$ cat src/rtl/alu_pkg.sv
// Shared opcodes, FSM states and width limits for the nibble-serial ALU.
package alu_pkg;

    localparam int unsigned MIN_WIDTH = 8;
    localparam int unsigned MAX_WIDTH = 32;
    localparam int unsigned OP_W      = 4;
    localparam int unsigned SLICE_W   = 4;

    localparam logic [OP_W-1:0] OP_ADD = 4'd0;
    localparam logic [OP_W-1:0] OP_SUB = 4'd1;
    localparam logic [OP_W-1:0] OP_AND = 4'd2;
    localparam logic [OP_W-1:0] OP_OR  = 4'd3;
    localparam logic [OP_W-1:0] OP_XOR = 4'd4;
    localparam logic [OP_W-1:0] OP_SHL = 4'd5;
    localparam logic [OP_W-1:0] OP_SHR = 4'd6;
    localparam logic [OP_W-1:0] OP_NOT = 4'd7;

    typedef enum logic [1:0] {
        ST_IDLE = 2'd0,
        ST_RUN  = 2'd1,
        ST_DONE = 2'd2
    } state_e;

    // Opcodes 8..15 are unsupported.
    function automatic logic op_is_bad(input logic [OP_W-1:0] op);
        return op[3];
    endfunction

    // Opcodes whose final link bit is reported on n_carry_out.
    function automatic logic op_has_link(input logic [OP_W-1:0] op);
        return (op == OP_ADD) || (op == OP_SUB) || (op == OP_SHL) || (op == OP_SHR);
    endfunction

endpackage

$ cat src/rtl/alu_nibble.sv
// One 4-bit ALU slice; link carries the carry (ADD/SUB/SHL) or shift bit (SHR).
module alu_nibble
    import alu_pkg::*;
(
    input  logic [SLICE_W-1:0] a4,
    input  logic [SLICE_W-1:0] b4,
    input  logic [OP_W-1:0]    op,
    input  logic               link_in,
    output logic [SLICE_W-1:0] r4,
    output logic               link_out
);

    logic [SLICE_W:0] sum_c;

    // Slice datapath, selected by opcode.
    always_comb begin
        sum_c    = '0;
        r4       = '0;
        link_out = 1'b0;
        unique case (op)
            OP_ADD: begin
                sum_c    = {1'b0, a4} + {1'b0, b4} + (SLICE_W+1)'(link_in);
                r4       = sum_c[SLICE_W-1:0];
                link_out = sum_c[SLICE_W];
            end
            OP_SUB: begin
                sum_c    = {1'b0, a4} + {1'b0, ~b4} + (SLICE_W+1)'(link_in);
                r4       = sum_c[SLICE_W-1:0];
                link_out = sum_c[SLICE_W];
            end
            OP_AND: r4 = a4 & b4;
            OP_OR:  r4 = a4 | b4;
            OP_XOR: r4 = a4 ^ b4;
            OP_SHL: begin
                r4       = {a4[SLICE_W-2:0], link_in};
                link_out = a4[SLICE_W-1];
            end
            OP_SHR: begin
                r4       = {link_in, a4[SLICE_W-1:1]};
                link_out = a4[0];
            end
            OP_NOT: r4 = ~a4;
            default: r4 = '0;
        endcase
    end

endmodule

$ cat src/rtl/alu_seq.sv
// Nibble-serial ALU: one 4-bit slice per cycle, result published in DONE.
module alu_seq
    import alu_pkg::*;
#(
    parameter int unsigned WIDTH   = 16,
    parameter int unsigned NIBBLES = WIDTH / 4
) (
    input  logic             clk,
    input  logic             n_rst,
    input  logic             start,
    input  logic [WIDTH-1:0] a,
    input  logic [WIDTH-1:0] b,
    input  logic [OP_W-1:0]  op,
    input  logic             carry_in,
    output logic             busy,
    output logic [WIDTH-1:0] result,
    output logic             result_valid,
    output logic             n_carry_out,
    output logic             zero,
    output logic             bad_op
);

    localparam int unsigned IDX_W  = (NIBBLES > 1) ? $clog2(NIBBLES) : 1;
    localparam int unsigned BASE_W = IDX_W + 2;

    // Reject illegal widths at elaboration.
    if ((WIDTH % 4) != 0 || WIDTH < MIN_WIDTH || WIDTH > MAX_WIDTH || NIBBLES != WIDTH / 4) begin : g_width_check
        $error("alu_seq: illegal WIDTH %0d / NIBBLES %0d", WIDTH, NIBBLES);
    end

    state_e             state_q, state_d;
    logic [IDX_W-1:0]   idx_q, idx_d;
    logic               link_q, link_d;
    logic [WIDTH-1:0]   acc_q, acc_d;
    logic [WIDTH-1:0]   a_q, a_d;
    logic [WIDTH-1:0]   b_q, b_d;
    logic [OP_W-1:0]    op_q, op_d;
    logic [WIDTH-1:0]   result_q, result_d;
    logic               valid_q, valid_d;
    logic               busy_q, busy_d;
    logic               ncarry_q, ncarry_d;
    logic               zero_q, zero_d;
    logic               bad_q, bad_d;

    logic [IDX_W-1:0]   sel_c;
    logic [BASE_W-1:0]  base_c;
    logic [SLICE_W-1:0] a4_c, b4_c, r4_c;
    logic               link_out_c;

    // Slice selection: SHR walks MSB-first, everything else LSB-first.
    always_comb begin
        sel_c  = (op_q == OP_SHR) ? (IDX_W'(NIBBLES - 1) - idx_q) : idx_q;
        base_c = {sel_c, 2'b00};
        a4_c   = a_q[base_c +: SLICE_W];
        b4_c   = b_q[base_c +: SLICE_W];
    end

    alu_nibble u_nibble (
        .a4       (a4_c),
        .b4       (b4_c),
        .op       (op_q),
        .link_in  (link_q),
        .r4       (r4_c),
        .link_out (link_out_c)
    );

    // Next-state and registered-output logic.
    always_comb begin
        state_d  = state_q;
        idx_d    = idx_q;
        link_d   = link_q;
        acc_d    = acc_q;
        a_d      = a_q;
        b_d      = b_q;
        op_d     = op_q;
        result_d = result_q;
        valid_d  = 1'b0;
        busy_d   = busy_q;
        ncarry_d = ncarry_q;
        zero_d   = zero_q;
        bad_d    = bad_q;
        unique case (state_q)
            ST_IDLE: begin
                if (start) begin
                    a_d     = a;
                    b_d     = b;
                    op_d    = op;
                    link_d  = carry_in;
                    idx_d   = '0;
                    acc_d   = '0;
                    busy_d  = 1'b1;
                    state_d = ST_RUN;
                end
            end
            ST_RUN: begin
                acc_d[base_c +: SLICE_W] = r4_c;
                link_d = link_out_c;
                idx_d  = idx_q + IDX_W'(1);
                if (idx_q == IDX_W'(NIBBLES - 1)) begin
                    state_d = ST_DONE;
                end
            end
            ST_DONE: begin
                valid_d = 1'b1;
                busy_d  = 1'b0;
                state_d = ST_IDLE;
                if (op_is_bad(op_q)) begin
                    result_d = '0;
                    ncarry_d = 1'b1;
                    zero_d   = 1'b1;
                    bad_d    = 1'b1;
                end else begin
                    result_d = acc_q;
                    ncarry_d = op_has_link(op_q) ? ~link_q : 1'b1;
                    zero_d   = (acc_q == '0);
                    bad_d    = 1'b0;
                end
            end
            default: state_d = ST_IDLE;
        endcase
    end

    // State and output registers.
    always_ff @(posedge clk or negedge n_rst) begin
        if (!n_rst) begin
            state_q  <= ST_IDLE;
            idx_q    <= '0;
            link_q   <= 1'b0;
            acc_q    <= '0;
            a_q      <= '0;
            b_q      <= '0;
            op_q     <= '0;
            result_q <= '0;
            valid_q  <= 1'b0;
            busy_q   <= 1'b0;
            ncarry_q <= 1'b1;
            zero_q   <= 1'b1;
            bad_q    <= 1'b0;
        end else begin
            state_q  <= state_d;
            idx_q    <= idx_d;
            link_q   <= link_d;
            acc_q    <= acc_d;
            a_q      <= a_d;
            b_q      <= b_d;
            op_q     <= op_d;
            result_q <= result_d;
            valid_q  <= valid_d;
            busy_q   <= busy_d;
            ncarry_q <= ncarry_d;
            zero_q   <= zero_d;
            bad_q    <= bad_d;
        end
    end

    assign busy         = busy_q;
    assign result       = result_q;
    assign result_valid = valid_q;
    assign n_carry_out  = ncarry_q;
    assign zero         = zero_q;
    assign bad_op       = bad_q;

endmodule

$ cat config.mk
export PLATFORM = sky130hd
export DESIGN_NAME = alu_seq
export DESIGN_NICKNAME = d
export VERILOG_FILES = /design/src/rtl/alu_pkg.sv /design/src/rtl/alu_nibble.sv /design/src/rtl/alu_seq.sv
export SDC_FILE = /design/constraint.sdc
export NUM_CORES = 1
export LEC_CHECK = 0
export CORE_ASPECT_RATIO = 2
export CORE_MARGIN = 10
export CORE_UTILIZATION = 55
export DETAILED_ROUTE_END_ITERATION = 8
export GPL_ROUTABILITY_DRIVEN = 0
export PLACE_DENSITY = 0.8
export REMOVE_ABC_BUFFERS = 1
export SYNTH_ARGS = -nofsm -noshare
export SYNTH_HDL_FRONTEND = slang
export SYNTH_SLANG_ARGS = --single-unit
$ cat constraint.sdc
create_clock -name clk -period 4.45 [get_ports clk]
set_clock_uncertainty 0.1 [all_clocks]
set_input_delay 0.89 -clock clk [delete_from_list [all_inputs] [get_ports clk]]
set_output_delay 0.89 -clock clk [all_outputs]
set_load 0.02 [all_outputs]
==> impl_metrics.env <==
export IMPL_status="completed"
export IMPL_diodes=0
export IMPL_leakage_nw=2.26
export IMPL_r2r_start="op_q[2]"
export IMPL_ys_seq_elements=78
export IMPL_maxCapViolCount=0
export IMPL_slowest_stage="dfrtp_1"
export IMPL_drive_above_1_share_pct=15.2
export IMPL_clock_latency_ns=0.34
export IMPL_synth_area_top_cells="dfrtp_1 43%, mux2_2 9.2%, nand2_1 5.7%, o21ai_0 4.3%, mux2i_1 3.8%"
export IMPL_clk_pin_slew_worst_paths_ns=0.06
export IMPL_clock_sinks=78
export IMPL_maxSlewHeadroom_pct=25.1
export IMPL_arrival_ns=4.31
export IMPL_power_density_nw_per_um2=933
export IMPL_vias=3565
export IMPL_holdPathEnd="result[8]"
export IMPL_cp_start_kind="flip-flop"
export IMPL_yosysTopAreaCell="dfrtp_1"
export IMPL_r2r_end="acc_q[14]"
export IMPL_cts_tree="built"
export IMPL_rsz0062_at_grt="no"
export IMPL_min_from="result[8]"
export IMPL_cp_startpoint="op_q[2]"
export IMPL_crit_cells=16
export IMPL_drcViolationCount=0
export IMPL_yosysSeqAreaShare_pct=44.1
export IMPL_io_buffers=60
export IMPL_wl_per_cell_um=17.7
export IMPL_drt_wl_total_um=10700
export IMPL_whs_path_depth=2
export IMPL_hold_ws_ns=0.374
export IMPL_grt_pass1_wl_um=17900
export IMPL_start_util_pct=56.2
export IMPL_hold_path_class="flip-flop to flip-flop"
export IMPL_synth_top_area_share_pct=42.9
export IMPL_fp_row_count=46
export IMPL_first_iter_violations=221
export IMPL_grt_antenna_before_repair=0
export IMPL_finalWorstSetupSlack_ns=0.238
export IMPL_cts_resized=0
export IMPL_path_cells="and4bb_4 -> buf_4 -> mux2i_1 -> o2111ai_1 -> inv_2 -> ha_1 -> inv_1 -> ha_1 -> a21oi_1 -> fa_1 -> xor2_1 -> a22oi_1 -> o22ai_1 -> a32o_1 -> a311oi_2 -> o21ai_0"
export IMPL_avgViaCountPerCell=5.93
export IMPL_critPathCaptureType="flip-flop"
export IMPL_setup_viol=0
export IMPL_max_freq_mhz=237
export IMPL_die_y_um=147
export IMPL_min_period_ns=4.21
export IMPL_dp_hpwl_um=8270
export IMPL_detail_route_first_pass_iterations=5
export IMPL_cts_buffers=9
export IMPL_ys_warn_count=0
export IMPL_critPathBufInv=3
export IMPL_finalCritPeriodShare_pct=94.6
export IMPL_worstPathMaxFanout=20
export IMPL_hold_buffers=0
export IMPL_area_delta_synth_final_pct=21.5
export IMPL_syn_inst=444
export IMPL_ant_nets=0
export IMPL_synth_main_ff_cell="dfrtp_1"
export IMPL_dieArea_um2=12300
export IMPL_cts_setup_buffers=0
export IMPL_syn_avg_cell_area_um2=9.98
export IMPL_synthArstFlopShare_pct=100
export IMPL_worstMarginPinSlew_ns=1.12
export IMPL_ff2ff_setup_slack_ns=0.24
export IMPL_synth_edf_count=0
export IMPL_ys_types=56
export IMPL_cp_required_ns=4.55
export IMPL_crit_top_cell="ha_1"
export IMPL_die_w_um=83.5
export IMPL_nets=555
export IMPL_grt_max_degree=79
export IMPL_core_area_um2=7890
export IMPL_grt_pass1_vias=3779
export IMPL_fin_tns_setup_ns=0
export IMPL_gr_usage_all_layers_pct=17.6
export IMPL_peakVddDrop_uv=551
export IMPL_pre_cts_ws_ns=0.269
export IMPL_grt_overflow=0
export IMPL_final_max_slew_viol_count=0
export IMPL_path_delay_family="compound AO/OA/AOI/OAI gates"
export IMPL_r2r_cells=16
export IMPL_crit_type="flip-flop to flip-flop"
export IMPL_finalHoldViolations=0
export IMPL_cpPeakStageDelay_ns=0.45
export IMPL_htreeDepth=3
export IMPL_boundaryPins=61
export IMPL_cts_buffer_depth=2
export IMPL_clk_root_buffer_cell="clkbuf_16"
export IMPL_synthesis_area_um2=4430
## final cells by class
class,count,area [um^2]
clock inverters,5,36.3
well taps,96,120
inverters,15,56.3
clock buffers,11,233
multi-input cells,327,2320
flip-flops and latches,78,1950
repair buffers,69,666
fillers,614,2500
## cells in the mapped netlist, types with 4 or more instances
library cell / instances
a21oi_1: 7
and3b_1: 8
clkbuf_1: 19
dfrtp_1: 76
ha_1: 13
inv_1: 14
mux2_2: 36
mux2i_1: 17
nand2_1: 67
nand2b_1: 8
nand3_1: 9
nor2_1: 21
nor2b_1: 6
nor3_1: 14
nor3b_1: 10
nor4_1: 4
o211ai_1: 6
o21ai_0: 38
o22ai_1: 6
o31ai_1: 4
or3_1: 4
xnor2_1: 4
## flip-flops by register name, indices dropped and copies added (netlist names)
register,count
a_q,16
acc_q,16
b_q,16
bad_op,1
busy,1
idx_q,2
link_q,1
n_carry_out,1
op_q,4
result,16
result_valid,1
state_q,2
zero,1
## metal layers
layer / up-vias / share of wire, % / track usage, %
li1: 1702 / - / -
met1: 1703 / 34 / 15.7
met2: 117 / 57 / 33.7
met3: 43 / 4.5 / 4.49
met4: 0 / 5.1 / 11.2
met5: - / 0 / 0
## worst reg2reg max path: stages, from the launching register on
cell	delay [ns]
dfrtp_1	0.45
and4bb_4	0.27
buf_4	0.31
mux2i_1	0.24
o2111ai_1	0.27
inv_2	0.22
ha_1	0.26
inv_1	0.06
ha_1	0.15
a21oi_1	0.06
fa_1	0.43
xor2_1	0.16
a22oi_1	0.22
o22ai_1	0.11
a32o_1	0.24
a311oi_2	0.38
o21ai_0	0.16
## where the power goes
part	switching [W]	internal (W)	leakage, nW
sequential	0.000236	0.00103	0.983
combinational	0.00177	0.00133	1.15
clock	0.000281	0.000377	0.122
total	0.00229	0.00274	2.26
## worst max-delay path by stage
stage	to	slack [ns]
floorplan	acc_q[10]	0.29
global placement	acc_q[9]	0.48
detailed placement	acc_q[13]	0.27
finish	acc_q[14]	0.24
CTS	acc_q[9]	0.25
global route	acc_q[14]	0.04
## per-stage QoR
| step | power (W) | utilization [%] | cells | cell area [um^2] |
|---|---|---|---|---|
| 6_report | 0.00502 | 68.3 | 601 | 5380 |
| 5_1_grt | 0.00542 | 68.3 | 601 | 5380 |
| 4_1_cts | 0.00501 | 68.3 | 601 | 5380 |
| 3_5_place_dp | 0.00434 | 64.9 | 585 | 5110 |
| 3_3_place_gp | 0.00422 | 64.9 | 585 | 5110 |
| 2_1_floorplan | 0.00340 | - | 420 | 4320 |
## cells in the final DEF (no fill, tap or decap), types with 2 or more instances in the layout
cell type,netlist,routed
a311oi_2,2,2
a41oi_1,2,2
inv_1,14,14
nand2_1,67,67
dfrtp_1,76,76
o21bai_1,2,2
a21o_1,2,2
o31ai_1,4,4
and2_1,2,2
and3b_1,8,8
o211ai_1,6,6
mux2_2,36,36
clkbuf_16,0,9
a32o_1,2,2
clkdlybuf4s50_1,0,59
or2_2,3,3
dfstp_2,2,2
xnor2_1,4,4
buf_4,0,10
o22ai_1,6,6
clkinvlp_4,0,3
a22oi_1,2,2
clkbuf_1,19,2
a22o_1,3,3
nor2b_1,6,6
nand3_1,9,9
or3_1,4,4
nor3_1,14,14
o21ai_0,38,38
fa_1,2,2
nor2_1,21,20
a21oi_1,7,7
mux2i_1,17,17
nor3b_1,10,10
and3_1,2,2
ha_1,13,13
nor4_1,4,4
nand2b_1,8,8
mux4_2,3,3
## cell families after synthesis
group	Yosys count	synth area share [%]
buf+inv	39	3.73
xor+xnor	5	0.989
compound gates	88	13.4
simple gates	162	18.3
fa+ha+maj	15	4.58
mux	57	14.9
flops	78	44.1
Note: power is estimated with default switching activity, not from simulation.
